$ cat src/rtl/logic_sweep_pkg.sv
// Shared definitions for the logic sweep capture block: sweep FSM encoding,
// vector count and the truth-table update helper.
package logic_sweep_pkg;

    localparam int unsigned VEC_COUNT = 16;
    localparam logic [3:0]  LAST_IDX  = 4'(VEC_COUNT - 1);

    typedef enum logic [1:0] {
        ST_IDLE = 2'b00,
        ST_RUN  = 2'b01,
        ST_DONE = 2'b10
    } sweep_state_t;

    // Returns tt with bit idx replaced by bit_val.
    function automatic logic [15:0] tt_insert(
        input logic [15:0] tt,
        input logic [3:0]  idx,
        input logic        bit_val
    );
        logic [15:0] res;
        res      = tt;
        res[idx] = bit_val;
        return res;
    endfunction

endpackage

$ cat src/rtl/sweep_settle_timer.sv
// Hold timer for the sweep: restarts on load, and while run is high emits a
// one-cycle expire pulse at the end of every SETTLE_CYC-cycle hold period.
module sweep_settle_timer #(
    parameter int SETTLE_CYC = 1
) (
    input  logic clk,
    input  logic rst,
    input  logic load,
    input  logic run,
    output logic expire
);

    localparam logic [3:0] RELOAD      = 4'(SETTLE_CYC - 1);
    localparam logic       RELOAD_HITS = (SETTLE_CYC == 1) ? 1'b1 : 1'b0;

    logic [3:0] cnt_r;

    // Down-counter; expire is registered so it is high during the last hold cycle.
    always_ff @(posedge clk or posedge rst) begin
        if (rst) begin
            cnt_r  <= 4'd0;
            expire <= 1'b0;
        end else if (load) begin
            cnt_r  <= RELOAD;
            expire <= RELOAD_HITS;
        end else if (run) begin
            if (expire) begin
                cnt_r  <= RELOAD;
                expire <= RELOAD_HITS;
            end else begin
                cnt_r  <= cnt_r - 4'd1;
                expire <= (cnt_r == 4'd1) ? 1'b1 : 1'b0;
            end
        end else begin
            cnt_r  <= 4'd0;
            expire <= 1'b0;
        end
    end

endmodule

$ cat src/rtl/logic_sweep_capture.sv
// Drives all 16 input vectors into a 4-input logic block and captures its truth
// table. Optional golden compare output enabled by LOGIC_SWEEP_COMPARE_EN.
module logic_sweep_capture
    import logic_sweep_pkg::*;
#(
    parameter int SETTLE_CYC = 1
) (
    input  logic        clk,
    input  logic        rst,
    input  logic        start,
    input  logic        o,
`ifdef LOGIC_SWEEP_COMPARE_EN
    input  logic [15:0] exp_tt,
    output logic        pass,
`endif
    output logic        a,
    output logic        b,
    output logic        c,
    output logic        d,
    output logic        busy,
    output logic        done,
    output logic [15:0] truth_table,
    output logic [4:0]  ones_count
);

    sweep_state_t state_r;
    logic [3:0]   idx_r;
    logic         load_s;
    logic         run_s;
    logic         expire_s;
    logic [15:0]  tt_next_s;

    assign load_s    = (state_r == ST_IDLE) && start;
    assign run_s     = (state_r == ST_RUN);
    assign tt_next_s = tt_insert(truth_table, idx_r, o);

    // The vector index is the registered stimulus; a is its MSB, d its LSB.
    assign {a, b, c, d} = idx_r;

    sweep_settle_timer #(
        .SETTLE_CYC (SETTLE_CYC)
    ) u_timer (
        .clk    (clk),
        .rst    (rst),
        .load   (load_s),
        .run    (run_s),
        .expire (expire_s)
    );

    // Sweep FSM with registered status and capture outputs.
    always_ff @(posedge clk or posedge rst) begin
        if (rst) begin
            state_r     <= ST_IDLE;
            idx_r       <= 4'd0;
            busy        <= 1'b0;
            done        <= 1'b0;
            truth_table <= 16'h0000;
            ones_count  <= 5'd0;
`ifdef LOGIC_SWEEP_COMPARE_EN
            pass        <= 1'b0;
`endif
        end else begin
            case (state_r)
                ST_IDLE: begin
                    done <= 1'b0;
                    if (start) begin
                        state_r     <= ST_RUN;
                        idx_r       <= 4'd0;
                        busy        <= 1'b1;
                        truth_table <= 16'h0000;
                        ones_count  <= 5'd0;
`ifdef LOGIC_SWEEP_COMPARE_EN
                        pass        <= 1'b0;
`endif
                    end else begin
                        state_r <= ST_IDLE;
                    end
                end
                ST_RUN: begin
                    if (expire_s) begin
                        truth_table <= tt_next_s;
                        ones_count  <= ones_count + {4'b0000, o};
                        // Index holds at 15 after the last sample instead of wrapping.
                        if (idx_r == LAST_IDX) begin
                            state_r <= ST_DONE;
                            busy    <= 1'b0;
                            done    <= 1'b1;
`ifdef LOGIC_SWEEP_COMPARE_EN
                            pass    <= (tt_next_s == exp_tt) ? 1'b1 : 1'b0;
`endif
                        end else begin
                            idx_r <= idx_r + 4'd1;
                        end
                    end else begin
                        state_r <= ST_RUN;
                    end
                end
                ST_DONE: begin
                    done    <= 1'b0;
                    state_r <= ST_IDLE;
                end
                default: begin
                    state_r <= ST_IDLE;
                    busy    <= 1'b0;
                    done    <= 1'b0;
                end
            endcase
        end
    end

endmodule

$ cat config.mk
export PLATFORM = sky130hd
export DESIGN_NAME = logic_sweep_capture
export DESIGN_NICKNAME = d
export VERILOG_FILES = /design/src/rtl/logic_sweep_pkg.sv /design/src/rtl/sweep_settle_timer.sv /design/src/rtl/logic_sweep_capture.sv
export SDC_FILE = /design/constraint.sdc
export NUM_CORES = 1
export LEC_CHECK = 0
export CAP_MARGIN = 20
export CORE_ASPECT_RATIO = 0.8
export CORE_MARGIN = 2
export CORE_UTILIZATION = 52
export DETAILED_ROUTE_END_ITERATION = 8
export PLACE_DENSITY = 0.79
export SYNTH_ARGS = -nofsm -noshare
export SYNTH_HDL_FRONTEND = slang
export SYNTH_SLANG_ARGS = --single-unit
export TNS_END_PERCENT = 50
$ cat constraint.sdc
create_clock -name clk -period 2.1 [get_ports clk]
set_input_delay 0.42 -clock clk [delete_from_list [all_inputs] [get_ports clk]]
set_output_delay 0.42 -clock clk [all_outputs]
set_load 0.005 [all_outputs]
## After elaboration in Yosys (flattened, before gate mapping)

Cells that the tools add are included.

- Bits in registers: 34
- Input bits: 4
- Logic and storage cells: 62

- Add/sub/neg operators: 3
- Order comparisons: 2
- Equality and inequality tests: 9
- Mux-type cells: 31
- Bitwise logic cells: 1
- Reductions and logical operators: 8

Operators with widths:

| cell | count |
|---|---|
| $mux W16 | 2 |
| $pmux W16 S2 | 1 |
| $mux W4 | 6 |
| $bwmux W16 | 1 |
| $mux W1 | 12 |
| $mux W5 | 2 |
| $pmux W5 S2 | 1 |
| $pmux W4 S2 | 1 |
| $reduce_and A4 Y1 | 2 |
| $add A5 B1 Y5 | 1 |
| $lt A4 B5 Y1 const B | 1 |
| $add A4 B1 Y4 const B | 1 |
| $demux W1 S4 | 1 |
| $eq A4 B1 Y1 const B | 1 |
| $eq A4 B4 Y1 const B | 1 |
| $ge A4 B1 Y1 const B | 1 |
| $mux W2 | 2 |
| $ne A2 B1 Y1 const B | 2 |
| $ne A2 B2 Y1 const B | 2 |
| $pmux W2 S2 | 1 |
| $sub A4 B1 Y4 const B | 1 |
| $ne A3 B3 Y1 const B | 1 |
| $pmux W1 S3 | 1 |
| $reduce_and A3 Y1 | 1 |
| other kinds (7) | 8 |

## Logic depth before layout (Yosys ltp)

- Word-level depth: 7
- Depth in mapped cells: 5

## Cells and area by module

A second synthesis with hierarchy kept.

- Cells, all modules: 191
- Area, all modules: 1834.3 µm²

By module, submodules not included:

| module | instances | cells an instance | area each (µm²) | seq. area each (µm²) |
|---|---|---|---|---|
| logic_sweep_capture | 1 | 170 | 1607.8 | 725.7 |
| sweep_settle_timer | 1 | 21 | 226.5 | 125.1 |

## Least setup slack after synthesis

No wires, ideal clock.

- Path type: register to register
- Start: reg idx_r[0]
- End: reg truth_table[0]
- Data arrival time: 1491 ps
- Data required time: 1968 ps
- Slack: 477 ps
- Cell stages (with the launch flop): 6
- Path buffers: 0
- Clock period less this slack: 1623 ps
- Cell sequence: dfrtp_1 > inv_1 > ha_1 > or3b_2 > a211oi_1 > o22ai_1

- Longest elaborated chain between the ends: 7
- Elaborated cells on any way between the ends: 8
- Those cells by class: order compare (2); mux (5); reduce/logical (1)

Ends and longest elaborated chain:

| what | RTL line | text |
|---|---|---|
| start, declared | logic_sweep_capture.sv:27 | `logic [3:0] idx_r;` |
| start signal, assigned | logic_sweep_capture.sv:92 | `idx_r <= idx_r + 4'd1;` |
| $lt A4 B5 Y1 (implied by the code) / $ge A4 B1 Y1 (equally long branches) | logic_sweep_pkg.sv:22 | `res[idx] = bit_val;` |
| $logic_and A1 B1 Y1 (implied by the code) | logic_sweep_pkg.sv:22 |  |
| $mux W1 (implied by the code) | logic_sweep_pkg.sv:22 |  |
| $demux W1 S4 * | logic_sweep_pkg.sv:22 |  |
| $bwmux W16 * | logic_sweep_pkg.sv:22 |  |
| $mux W16 * | logic_sweep_capture.sv:80 | `if (expire_s) begin` |
| $pmux W16 S2 * | logic_sweep_capture.sv:63 | `case (state_r)` |
| end signal, assigned | logic_sweep_capture.sv:81 | `truth_table <= tt_next_s;` |
| end, declared | logic_sweep_capture.sv:22 | `output logic [15:0] truth_table,` |

Mark *: on every way between the ends. The rest lies on a longest branch, timed or not. The select of a mux whose other input is x is not followed.
A chain may end at the register's enable or synchronous reset.

## Worst setup path in the final report

- Start: reg idx_r[2]
- End: out b

RTL lines:

| what | RTL line | text |
|---|---|---|
| end, declared | logic_sweep_capture.sv:17 | `output logic b,` |

No word-level cell between the ends.

==> summary.md <==
| Metric | Value |
|---|---|
| Fillcell total | `275` |
| Area leader, netlist | `dfrtp_1` |
| GR Overflow Total | `0` |
| Worst-Margin Slew | `0.418 ns` |
| Final Skew | `0.00551 ns` |
| Die height | `~57 um` |
| CP Data Required Time | `between 1.5 and 2 ns` |
| Gr usage total | `0.235` |
| I/O pins | `31` |
| Diode count | `0` |
| PortBufs | `30` |
| TritonCTS clock tree | `built` |
| Avg Synthesized Cell Area | `9.69 um2` |
| H-Tree Depth | `2` |
| Most frequent cells in the layout | `32 x dfrtp_1, 30 x clkdlybuf4s50_1, 24 x inv_1` |
| DR vias | `between 1500 and 2000` |
| Initial Util | `0.534` |
| # Max-Cap Violations | `0` |
| Num CTS Buffers | `5` |
| GPL Wtd Cong | `0.809` |
| Most common cell after layout, fill and taps aside | `dfrtp_1` |
| Clk Latency, worst-skew pair | `0.28 ns` |
| Area post-placement | `0.00215 mm2` |
| Placed cells | `253` |
| Final ANT Viol Nets | `0` |
| Final min period | `1.86 ns` |
| Status | `finished clean` |
| Hold Buf Count CTS | `0` |
| TNS Setup | `0 ns` |
| WP data arrival | `1.44 ns` |
| Flops & latches, synth | `34` |
| Sequential Power Share | `0.364` |
| Setup violations, final | `0` |
| CP bufs+invs | `1` |
| Starting DRT DRC Count | `118` |
| CP Capture Type | `output pin` |
| # rows | `19` |
| Clock power share | `0.136` |
| Largest net degree at the start of global routing | `35` |
| Hpwl dp | `2.96 mm` |
| Worst stage delay on the critical path | `about 0.58 ns` |
| Hold Slack | `0.490 ns` |
| Clock sinks | `34` |
| Fin area | `0.00223 mm2` |
| Vias in the first global route | `approximately 1500` |
| Synth Instances | `186` |
| Peak Freq | `539 MHz` |
| Root buf cell | `clkbuf_8` |
| Final Net Count | `230` |
| Deepest clock path buffer count | `2` |
| Chip width | `69.8 um` |
| Clk slew on worst S/H paths | `around 0.07 ns` |
| HP Class | `reg2reg` |
| CP Class | `reg2out` |
| Via-to-Cell Ratio | `5.85` |
| Yosys warns | `0` |
| Slew Viols, Final | `0` |
| Yosys top cell area share | `0.472` |
| Syn_nets | `198` |
| Synth Cell Area | `0.00180 mm2` |
| Distinct cell type count of the synthesized netlist | `43` |
| DRC viols | `0` |
| Switch share | `0.392` |
| First-pass GRT wire length | `a little over 7 mm` |
| Total power per unit cell area | `1450 mW/mm2` |
| Psw | `1.27 mW` |
| Main area contributors after synthesis | `dfrtp_1 47%, a211oi_1 5.8%, ha_1 5.6%` |
| Hold Fails Final Rpt | `0` |
| Critical Path, Cell by Cell | `clkdlybuf4s50_1` |
| Area Growth Syn to Fin | `23.7%` |
| CP Max Fanout | `22` |
| Tcrit/Tclk final | `0.883` |
| WL per Instance | `approximately 16 um` |
| RSZ-0062 raised after global routing | `no` |
| Critical Path Source Type | `flip-flop` |
| Post-CTS setup buffers | `0` |
| Worst path slowest cell | `dfrtp_2` |
| Pre-CTS WS | `0.132 ns` |
| Final setup margin | `0.245 ns` |
| Logic pwr share | `0.500` |
| Layout Cells excl Fill | `260` |
| Slew HR | `0.721` |
| Delay-heaviest family, CP | `flip-flops` |
| Die ar. | `~0.004 mm2` |
| Standby leakage power | `0.955 nW` |
| Total Wirelength | `4.20 mm` |
| Sequential-to-total area share from yosys stat | `0.472` |
| Core area | `0.00338 mm2` |
| Initial antenna violation count | `0` |
| Peak supply drop | `0.743 mV` |
| Int Power | `1.97 mW` |
| Share of layout cells above drive strength 1 | `0.0963` |
| Drt pass-1 iters | `4` |
-- path summary, 6_finish.rpt --
check / slack (ns) / depth (start not counted) / end / startpoint
worst min register to register: 0.49 / 1 / u_timer.cnt_r[0]$_DFF_PP0_ / u_timer.cnt_r[0]$_DFF_PP0_
min in group asynchronous: 0.54 / 3 / ones_count[4]$_DFFE_PP0P_ / rst
worst max-delay path: 0.24 / 1 / b / idx_r[2]$_DFFE_PP0P_
max in group asynchronous: 1.24 / 3 / idx_r[3]$_DFFE_PP0P_ / rst
worst max register to register: 0.32 / 4 / truth_table[3]$_DFFE_PP0P_ / idx_r[1]$_DFFE_PP0P_
worst min-delay path: 0.49 / 1 / u_timer.cnt_r[0]$_DFF_PP0_ / u_timer.cnt_r[0]$_DFF_PP0_
-- per-stage QoR --
step                 util  total power [mW]
finish              0.661              3.24
global route        0.661              3.49
CTS                 0.660              3.24
detailed placement  0.637              2.78
global placement    0.637              2.69
floorplan               -              2.09
-- registers in the layout (all words and copies together), names as in the netlist --
register,cells
truth_table,16
done,1
u_timer.expire,1
ones_count,5
idx_r,4
busy,1
u_timer.cnt_r,4
state_r,2
-- cell families after synthesis --
group | Yosys count | synth area share
AO/OA/AOI/OAI | 46 | 0.176
XOR/XNOR | 3 | 0.0146
adder cells (fa/ha/maj) | 8 | 0.0555
buffers and inverters | 36 | 0.0826
flip-flops | 34 | 0.472
multiplexers | 3 | 0.0167
AND/OR/NAND/NOR | 56 | 0.183
-- power groups by stage --
stage | registers, mW | clock network [mW] | logic, mW
floorplan | 1.09 | 0 | 1.00
finish | 1.18 | 0.441 | 1.62
global placement | 1.16 | 0 | 1.53
CTS | 1.17 | 0.452 | 1.61
global route | 1.23 | 0.486 | 1.77
detailed placement | 1.18 | 0 | 1.60
-- timing repair --
| item | CTS | global route |
|---|---|---|
| endpoints found under the hold margin | 0 | 0 |
| resized for setup | 0 | 2 |
| endpoints found under the setup margin | 0 | 2 |
-- final cells by class --
cell class	instances	area [um2]	share of cell area
Tap cell	42	52.6	0.0236
Timing Repair Buffer	37	353	0.158
Inverter	24	90.1	0.0404
Clock buffer	5	68.8	0.0308
Multi-Input combinational cell	116	803	0.360
Sequential cell	34	853	0.383
Clock inverter	2	10.0	0.00449
-- cell usage after synthesis (all sizes together) --
| master | instances |
|---|---|
| nand3 | 6 |
| and3 | 2 |
| a21oi | 1 |
| nor4 | 1 |
| nor2b | 2 |
| xor2 | 1 |
| or4 | 1 |
| mux2i | 3 |
| nor2 | 2 |
| o31a | 1 |
| ha | 8 |
| or3 | 1 |
| o22ai | 15 |
| nand4b | 2 |
| a211o | 1 |
| and4b | 1 |
| xnor2 | 2 |
| or2 | 2 |
| o311a | 1 |
| o22a | 1 |
| and2 | 1 |
| clkbuf | 6 |
| or3b | 5 |
| o31ai | 2 |
| buf | 6 |
| a211oi | 14 |
| o211ai | 1 |
| nand2 | 13 |
| a22o | 1 |
| o21ai | 6 |
| nor3b | 1 |
| nand4 | 1 |
| nand2b | 3 |
| inv | 24 |
| o21a | 1 |
| dfrtp | 34 |
| o311ai | 1 |
| nand3b | 6 |
| nor3 | 6 |
-- layer usage --
layer | global-route usage | wire (um) | up-vias
li1 | - | - | 726
met1 | 0.342 | 1890 | 731
met2 | 0.347 | 2000 | 57
met3 | 0.0467 | 254 | 6
met4 | 0.0907 | 55 | 0
met5 | 0 | 0 | -
Note: power is estimated with default switching activity, not from simulation.
